File: src/rtl/seq_adder16_pkg.sv
// Shared constants, state encoding and full-adder helper for the
// multi-cycle 16-bit adder.
package seq_adder_pkg;

    localparam int N         = 16;
    localparam int W         = 4;
    localparam int S         = N / W;
    localparam int IDX_W     = (S > 1) ? $clog2(S) : 1;
    localparam int LAST_IDX  = S - 1;

    typedef enum logic [1:0] {
        IDLE = 2'd0,
        BUSY = 2'd1,
        DONE = 2'd2
    } state_t;

    // One-bit full adder; returns {carry_out, sum}.
    function automatic logic [1:0] full_add(
        input logic a,
        input logic b,
        input logic c
    );
        logic s;
        logic co;
        s  = a ^ b ^ c;
        co = (a & b) | (c & (a ^ b));
        return {co, s};
    endfunction

endpackage

File: src/rtl/seq_adder16_if.sv
// Operand and result handshakes of seq_adder16 bundled in one interface.
// "master" is the producer/consumer side, "slave" is the adder itself.
interface seq_adder16_if;
    import seq_adder_pkg::*;

    logic         in_valid;
    logic         in_ready;
    logic [N-1:0] inp1;
    logic [N-1:0] inp2;
    logic         cin;
    logic         out_valid;
    logic         out_ready;
    logic [N-1:0] sum;
    logic         co;
    logic         ovf;

    modport master (
        output in_valid,
        output inp1,
        output inp2,
        output cin,
        output out_ready,
        input  in_ready,
        input  out_valid,
        input  sum,
        input  co,
        input  ovf
    );

    modport slave (
        input  in_valid,
        input  inp1,
        input  inp2,
        input  cin,
        input  out_ready,
        output in_ready,
        output out_valid,
        output sum,
        output co,
        output ovf
    );
endinterface

File: src/rtl/seq_adder16_a4bitadd.sv
// W-bit ripple-carry slice built from full adders. The carry into the top
// bit is exported so the caller can derive signed overflow.
module a4bitadd
    import seq_adder_pkg::*;
(
    input  logic [W-1:0] inp1,
    input  logic [W-1:0] inp2,
    input  logic         cin,
    output logic [W-1:0] sum,
    output logic         co,
    output logic         c_msb_in
);

    logic [W:0] carry_s;

    assign carry_s[0] = cin;

    genvar i;
    generate
        for (i = 0; i < W; i++) begin : g_fa
            logic [1:0] fa_s;
            assign fa_s         = full_add(inp1[i], inp2[i], carry_s[i]);
            assign sum[i]       = fa_s[0];
            assign carry_s[i+1] = fa_s[1];
        end
    endgenerate

    assign co       = carry_s[W];
    assign c_msb_in = carry_s[W-1];

endmodule

File: src/rtl/seq_adder16.sv
// Multi-cycle adder: accepts operands over a valid/ready handshake, adds one
// W-bit slice per cycle through a single shared slice adder, and returns
// sum, carry-out and signed overflow over a second valid/ready handshake.
module seq_adder16 (
    input  logic         clk,
    input  logic         rst_n,
    seq_adder16_if.slave bus
);
    import seq_adder_pkg::*;

    state_t             state_q;
    state_t             state_d;
    logic [IDX_W-1:0]   idx_q;
    logic [IDX_W-1:0]   idx_d;
    logic [N-1:0]       a_q;
    logic [N-1:0]       a_d;
    logic [N-1:0]       b_q;
    logic [N-1:0]       b_d;
    logic [N-1:0]       sum_q;
    logic [N-1:0]       sum_d;
    logic               carry_q;
    logic               carry_d;
    logic               co_q;
    logic               co_d;
    logic               ovf_q;
    logic               ovf_d;

    logic [W-1:0]       slice_a_s;
    logic [W-1:0]       slice_b_s;
    logic [W-1:0]       slice_sum_s;
    logic               slice_co_s;
    logic               slice_cmsb_s;
    logic               last_s;

    // Operand slice currently being added is selected by the slice index.
    assign slice_a_s = a_q[int'(idx_q)*W +: W];
    assign slice_b_s = b_q[int'(idx_q)*W +: W];
    assign last_s    = (idx_q == IDX_W'(LAST_IDX));

    a4bitadd u_slice (
        .inp1     (slice_a_s),
        .inp2     (slice_b_s),
        .cin      (carry_q),
        .sum      (slice_sum_s),
        .co       (slice_co_s),
        .c_msb_in (slice_cmsb_s)
    );

    // Handshake flags come straight from the state register; results from
    // their own registers, so no input reaches an output combinationally.
    assign bus.in_ready  = (state_q == IDLE);
    assign bus.out_valid = (state_q == DONE);
    assign bus.sum       = sum_q;
    assign bus.co        = co_q;
    assign bus.ovf       = ovf_q;

    // Next-state and datapath update for the IDLE/BUSY/DONE sequence.
    always_comb begin
        state_d = state_q;
        idx_d   = idx_q;
        a_d     = a_q;
        b_d     = b_q;
        sum_d   = sum_q;
        carry_d = carry_q;
        co_d    = co_q;
        ovf_d   = ovf_q;

        case (state_q)
            IDLE: begin
                if (bus.in_valid) begin
                    a_d     = bus.inp1;
                    b_d     = bus.inp2;
                    carry_d = bus.cin;
                    idx_d   = '0;
                    sum_d   = '0;
                    state_d = BUSY;
                end else begin
                    state_d = IDLE;
                end
            end

            BUSY: begin
                sum_d[int'(idx_q)*W +: W] = slice_sum_s;
                carry_d                    = slice_co_s;
                if (last_s) begin
                    // Overflow: carry into the sign bit differs from carry out.
                    co_d    = slice_co_s;
                    ovf_d   = slice_co_s ^ slice_cmsb_s;
                    idx_d   = '0;
                    state_d = DONE;
                end else begin
                    idx_d   = idx_q + IDX_W'(1);
                    state_d = BUSY;
                end
            end

            DONE: begin
                if (bus.out_ready) begin
                    state_d = IDLE;
                end else begin
                    state_d = DONE;
                end
            end

            default: begin
                state_d = IDLE;
            end
        endcase
    end

    // State register; reset drops any in-flight operation.
    always_ff @(posedge clk or negedge rst_n) begin
        if (!rst_n) begin
            state_q <= IDLE;
        end else begin
            state_q <= state_d;
        end
    end

    // Index, operand, carry and result registers.
    always_ff @(posedge clk or negedge rst_n) begin
        if (!rst_n) begin
            idx_q   <= '0;
            a_q     <= '0;
            b_q     <= '0;
            sum_q   <= '0;
            carry_q <= 1'b0;
            co_q    <= 1'b0;
            ovf_q   <= 1'b0;
        end else begin
            idx_q   <= idx_d;
            a_q     <= a_d;
            b_q     <= b_d;
            sum_q   <= sum_d;
            carry_q <= carry_d;
            co_q    <= co_d;
            ovf_q   <= ovf_d;
        end
    end

endmodule

File: src/flat_wrapper.sv
// flat-port wrapper written by rule: the top's interface ports become plain ports
module seq_adder16_flat import seq_adder_pkg::*;
  (clk, rst_n, bus_in_valid, bus_inp1, bus_inp2, bus_cin, bus_out_ready, bus_in_ready, bus_out_valid, bus_sum, bus_co, bus_ovf);
  seq_adder16_if bus_i ();
  input  logic clk;
  input  logic rst_n;
  input wire logic [$bits(bus_i.in_valid)-1:0] bus_in_valid;
  input wire logic [$bits(bus_i.inp1)-1:0] bus_inp1;
  input wire logic [$bits(bus_i.inp2)-1:0] bus_inp2;
  input wire logic [$bits(bus_i.cin)-1:0] bus_cin;
  input wire logic [$bits(bus_i.out_ready)-1:0] bus_out_ready;
  output wire logic [$bits(bus_i.in_ready)-1:0] bus_in_ready;
  output wire logic [$bits(bus_i.out_valid)-1:0] bus_out_valid;
  output wire logic [$bits(bus_i.sum)-1:0] bus_sum;
  output wire logic [$bits(bus_i.co)-1:0] bus_co;
  output wire logic [$bits(bus_i.ovf)-1:0] bus_ovf;
  assign bus_i.in_valid = bus_in_valid;
  assign bus_i.inp1 = bus_inp1;
  assign bus_i.inp2 = bus_inp2;
  assign bus_i.cin = bus_cin;
  assign bus_i.out_ready = bus_out_ready;
  assign bus_in_ready = bus_i.in_ready;
  assign bus_out_valid = bus_i.out_valid;
  assign bus_sum = bus_i.sum;
  assign bus_co = bus_i.co;
  assign bus_ovf = bus_i.ovf;
  seq_adder16 u_core (.clk(clk), .rst_n(rst_n), .bus(bus_i));
endmodule
File: config.mk
export PLATFORM = sky130hd
export DESIGN_NAME = seq_adder16_flat
export DESIGN_NICKNAME = d
export VERILOG_FILES = /design/src/rtl/seq_adder16_pkg.sv /design/src/rtl/seq_adder16_if.sv /design/src/rtl/seq_adder16_a4bitadd.sv /design/src/rtl/seq_adder16.sv /design/src/flat_wrapper.sv
export SDC_FILE = /design/constraint.sdc
export NUM_CORES = 1
export LEC_CHECK = 0
export BUFFER_PORTS_ARGS = -buffer_cell sky130_fd_sc_hd__buf_2
export CELL_PAD_IN_SITES_DETAIL_PLACEMENT = 1
export CELL_PAD_IN_SITES_GLOBAL_PLACEMENT = 1
export CORE_UTILIZATION = 44
export DETAILED_ROUTE_END_ITERATION = 12
export GPL_ROUTABILITY_DRIVEN = 0
export GPL_TIMING_DRIVEN = 0
export PLACE_DENSITY_LB_ADDON = 0.1
export SYNTH_ARGS = -nofsm -noshare
export SYNTH_HDL_FRONTEND = slang
export SYNTH_HIERARCHICAL = 1
export SYNTH_SLANG_ARGS = --single-unit
File: constraint.sdc
create_clock -name clk -period 3.4 [get_ports clk]
set_input_delay 0.34 -clock clk [delete_from_list [all_inputs] [get_ports clk]]
set_output_delay 0.34 -clock clk [all_outputs]
set_load 0.02 [all_outputs]
==> summary.md <==
| Metric | Value |
|---|---|
| Root Driver | `clkbuf_8` |
| Largest family of logic cells by synthesized area | `multiplexers` |
| Hold Startpoint | `bus_out_ready` |
| Iter 0 DRT Violations | `60` |
| First-pass GRT wire length | `around 9.5 mm` |
| Clock sinks | `55` |
| RSZ-0062 raised after global routing | `no` |
| Antenna-violating nets left | `0` |
| Unique masters post-synth | `30` |
| Layout cells sized above 1 | `0.4855` |
| Setup Skew | `just under 0.008 ns` |
| Internal reg-to-reg setup slack | `roughly 0.17 ns` |
| Grt total ovfl | `0` |
| Flops & latches, synth | `55` |
| Max_cap viols | `0` |
| Worst hold path depth | `2` |
| Post-synth ARST share | `1.000` |
| CP Launch Type | `flip-flop` |
| Reg2reg end | `u_core/carry_q$_DFFE_PN0P_` |
| LEAKAGE | `1.599 nW` |
| Area of the core | `5886 µm²` |
| Chip width | `approximately 80 µm` |
| Syn_area_per_cell | `between 15 and 20 µm²` |
| GRT Total Usage | `0.2020` |
| Mux share of post-synthesis cell area | `0.2477` |
| Hold Worst Slack | `0.2320 ns` |
| Synth Area in Simple Gates | `0.05177` |
| Final min period | `3.232 ns` |
| CP Capture Type | `flip-flop` |
| Crit-path max FO | `10` |
| Switching pwr | `between 1 and 1.5 mW` |
| TNS Setup | `0 ns` |
| Iteration count of the initial detailed-routing pass | `4` |
| Arrival @ worst endpoint | `3.43 ns` |
| Seq. cell area | `1376 µm²` |
| XOR/XNOR Fraction of Synth Area | `0.003265` |
| Outcome | `complete, no violations` |
| Seq/Total Area, Yosys | `0.5131` |
| Clock power frac | `0.112` |
| RR Startpoint | `u_core/idx_q[0]$_DFFE_PN0P_` |
| Commonest non-fill, non-tap cell in the layout | `buf_2` |
| CP required | `roughly 3.6 ns` |
| Post-synthesis compound-gate area fraction | `0.08396` |
| Clock Path Buffers | `2` |
| Largest net degree at the start of global routing | `56` |
| Post-Syn Area | `2683 µm²` |
| Fin nets | `287` |
| WS Path Type | `reg -> reg` |
| Area delta synth->final | `18.80%` |
| Row cnt | `28` |
| Post-Layout Inst Area | `3187 µm²` |
| Top_reg_cell synth | `dfrtp_1` |
| DIE HEIGHT | `80.08 µm` |
| FF-to-FF path depth | `9` |
| Syn Nets | `222` |
| Via density | `5.354` |
| Hold Path End | `u_core/state_q[1]$_DFF_PN0_` |
| Switch share | `0.4066` |
| Cell area after placement | `3057 µm²` |
| CTS tree | `done` |
| Util after Layout | `0.5415` |
| Antenna Cells | `0` |
| Clk slew on worst S/H paths | `0.10 ns` |
| Die area | `6413 µm²` |
| Most frequent cells in the layout | `buf_2, dfrtp_1, mux2_4` |
| Fin. max-slew vios | `0` |
| Top Ports | `57` |
| Final Hold Viols | `0` |
| Via count | `1692` |
| Post-Synth Adder-Cell Area | `0.05784` |
| Dpl hpwl | `4.327 mm` |
| Sequential share of power | `0.330` |
| Pwr dens | `1095 nW/µm²` |
| Setup Buffers After CTS | `0` |
| Drt drc | `0` |
| Fill count | `613` |
| Gate Count Post-Synth | `around 180` |
| Clock Latency Late Sink | `a little over 0.3 ns` |
| EDFF count, synth | `0` |
| VDD IR max | `0.4618 mV` |
| Multi-input logic area | `roughly 1200 µm²` |
| Final WL | `~5.9 mm` |
| Initial Util | `0.4558` |
| Antenna violations before repair | `0` |
| Total CTS buffers | `5` |
| Port Buffers | `56` |
| Ys Warns | `6` |
| P_int | `a little over 2 mW` |
| HP Class | `in -> reg` |
| Vias in the first global route | `1803` |
| WL/cell | `18.61 µm` |
| H-tree Lvls | `2` |
| FMAX | `309.4 MHz` |
| Final setup vio count | `0` |
| Tightest Pin Transition | `approximately 0.46 ns` |
| Combinational Power Share | `0.558` |
| Max-slew headroom | `0.6948` |
| Tcrit/Tclk final | `0.9507` |
## sequential cells by signal (all words and copies together), names as in the netlist
name and flops:
u_core/idx_q 2, u_core/a_q 16, u_core/state_q 2, u_core/bus.ovf 1, u_core/bus.sum 16, u_core/carry_q 1, u_core/b_q 16, u_core/bus.co 1
## cell usage after synthesis (2+ instances only)
cell / number / area [µm²]
nand2_1: 7 / 26.28
buf_4: 2 / 15.01
a21o_1: 4 / 30.03
ha_1: 6 / 75.07
o21ai_0: 2 / 10.01
fa_1: 4 / 80.08
mux2_2: 3 / 33.78
mux2_4: 30 / 450.4
a21oi_1: 2 / 10.01
mux4_2: 8 / 180.2
buf_6: 4 / 45.04
nand2b_1: 2 / 12.51
a22o_1: 17 / 148.9
nand3b_1: 3 / 22.52
inv_1: 12 / 45.04
dfrtp_1: 55 / 1376
## power by group through the flow
stage	registers [mW]	logic, mW	clock network, mW
after floorplan	1.20	1.34	0
after global placement	1.14	1.90	0
after detailed placement	1.17	1.95	0
after CTS	1.16	1.96	0.401
after global routing	1.19	2.10	0.426
final	1.15	1.95	0.389
## per-stage QoR
stage / std cells / power, mW / worst slack (ns)
final: 316 / 3.489 / 0.1676
after global placement: 306 / 3.032 / 0.1295
after detailed placement: 306 / 3.115 / 0.04067
after CTS: 314 / 3.513 / 0.03026
after floorplan: 175 / 2.536 / 0.5270
after global routing: 316 / 3.722 / 0.006492
## worst max-delay path, cell delays in order, from the launching register on
cell	delay, ns
dfrtp_1	0.53
buf_4	0.31
mux4_2	0.55
fa_1	0.40
inv_1	0.08
fa_1	0.18
fa_1	0.18
inv_1	0.08
fa_1	0.45
a221o_1	0.35
## cell families (layout without fill, tap and decap cells)
family          Yosys count  count (layout)
simple gates             20              20
fa+ha+maj                10              10
xor+xnor                  1               1
mux                      41              41
buf+inv                  20              86
compound gates           28              28
flops                    55              55
## metal layers
layer  vias to the layer above  GRT usage  wire [µm]
met4                         0    0.04286         27
met3                         2    0.03864        195
li1                        762          -          -
met2                        36     0.3556       3158
met1                       892     0.2582       2501
met5                         -          0          0
## worst max path at each step
stage                                           start                        endpoint  slack [ns]  depth (start not counted)
after CTS                 u_core/idx_q[1]$_DFFE_PN0P_  u_core/bus.sum[15]$_DFFE_PN0P_        0.03                          9
after detailed placement  u_core/idx_q[1]$_DFFE_PN0P_  u_core/bus.sum[15]$_DFFE_PN0P_        0.04                          9
after floorplan           u_core/idx_q[0]$_DFFE_PN0P_      u_core/carry_q$_DFFE_PN0P_        0.53                          9
final                     u_core/idx_q[0]$_DFFE_PN0P_      u_core/carry_q$_DFFE_PN0P_        0.17                          9
after global routing      u_core/idx_q[0]$_DFFE_PN0P_      u_core/carry_q$_DFFE_PN0P_       0.006                          9
after global placement    u_core/idx_q[1]$_DFFE_PN0P_  u_core/bus.sum[11]$_DFFE_PN0P_        0.13                          9
## area by class of cell
type / count / area share
Tap cell: 75 / 0.02945
Clock buffer: 6 / 0.02591
Timing Repair Buffer: 58 / 0.09737
Multi-Input combinational cell: 100 / 0.3742
Sequential cell: 55 / 0.4319
Inverter: 12 / 0.01413
Clock inverter: 2 / 0.005104
Buffer: 8 / 0.02199
## what timing repair did
item / CTS / global route
endpoints found under the setup margin: 0 / 5
hold buffers: 0 / 1
gates resized for setup: 0 / 2
hold endpoints to repair: 0 / 18
Power figures use the tool's default switching activity.
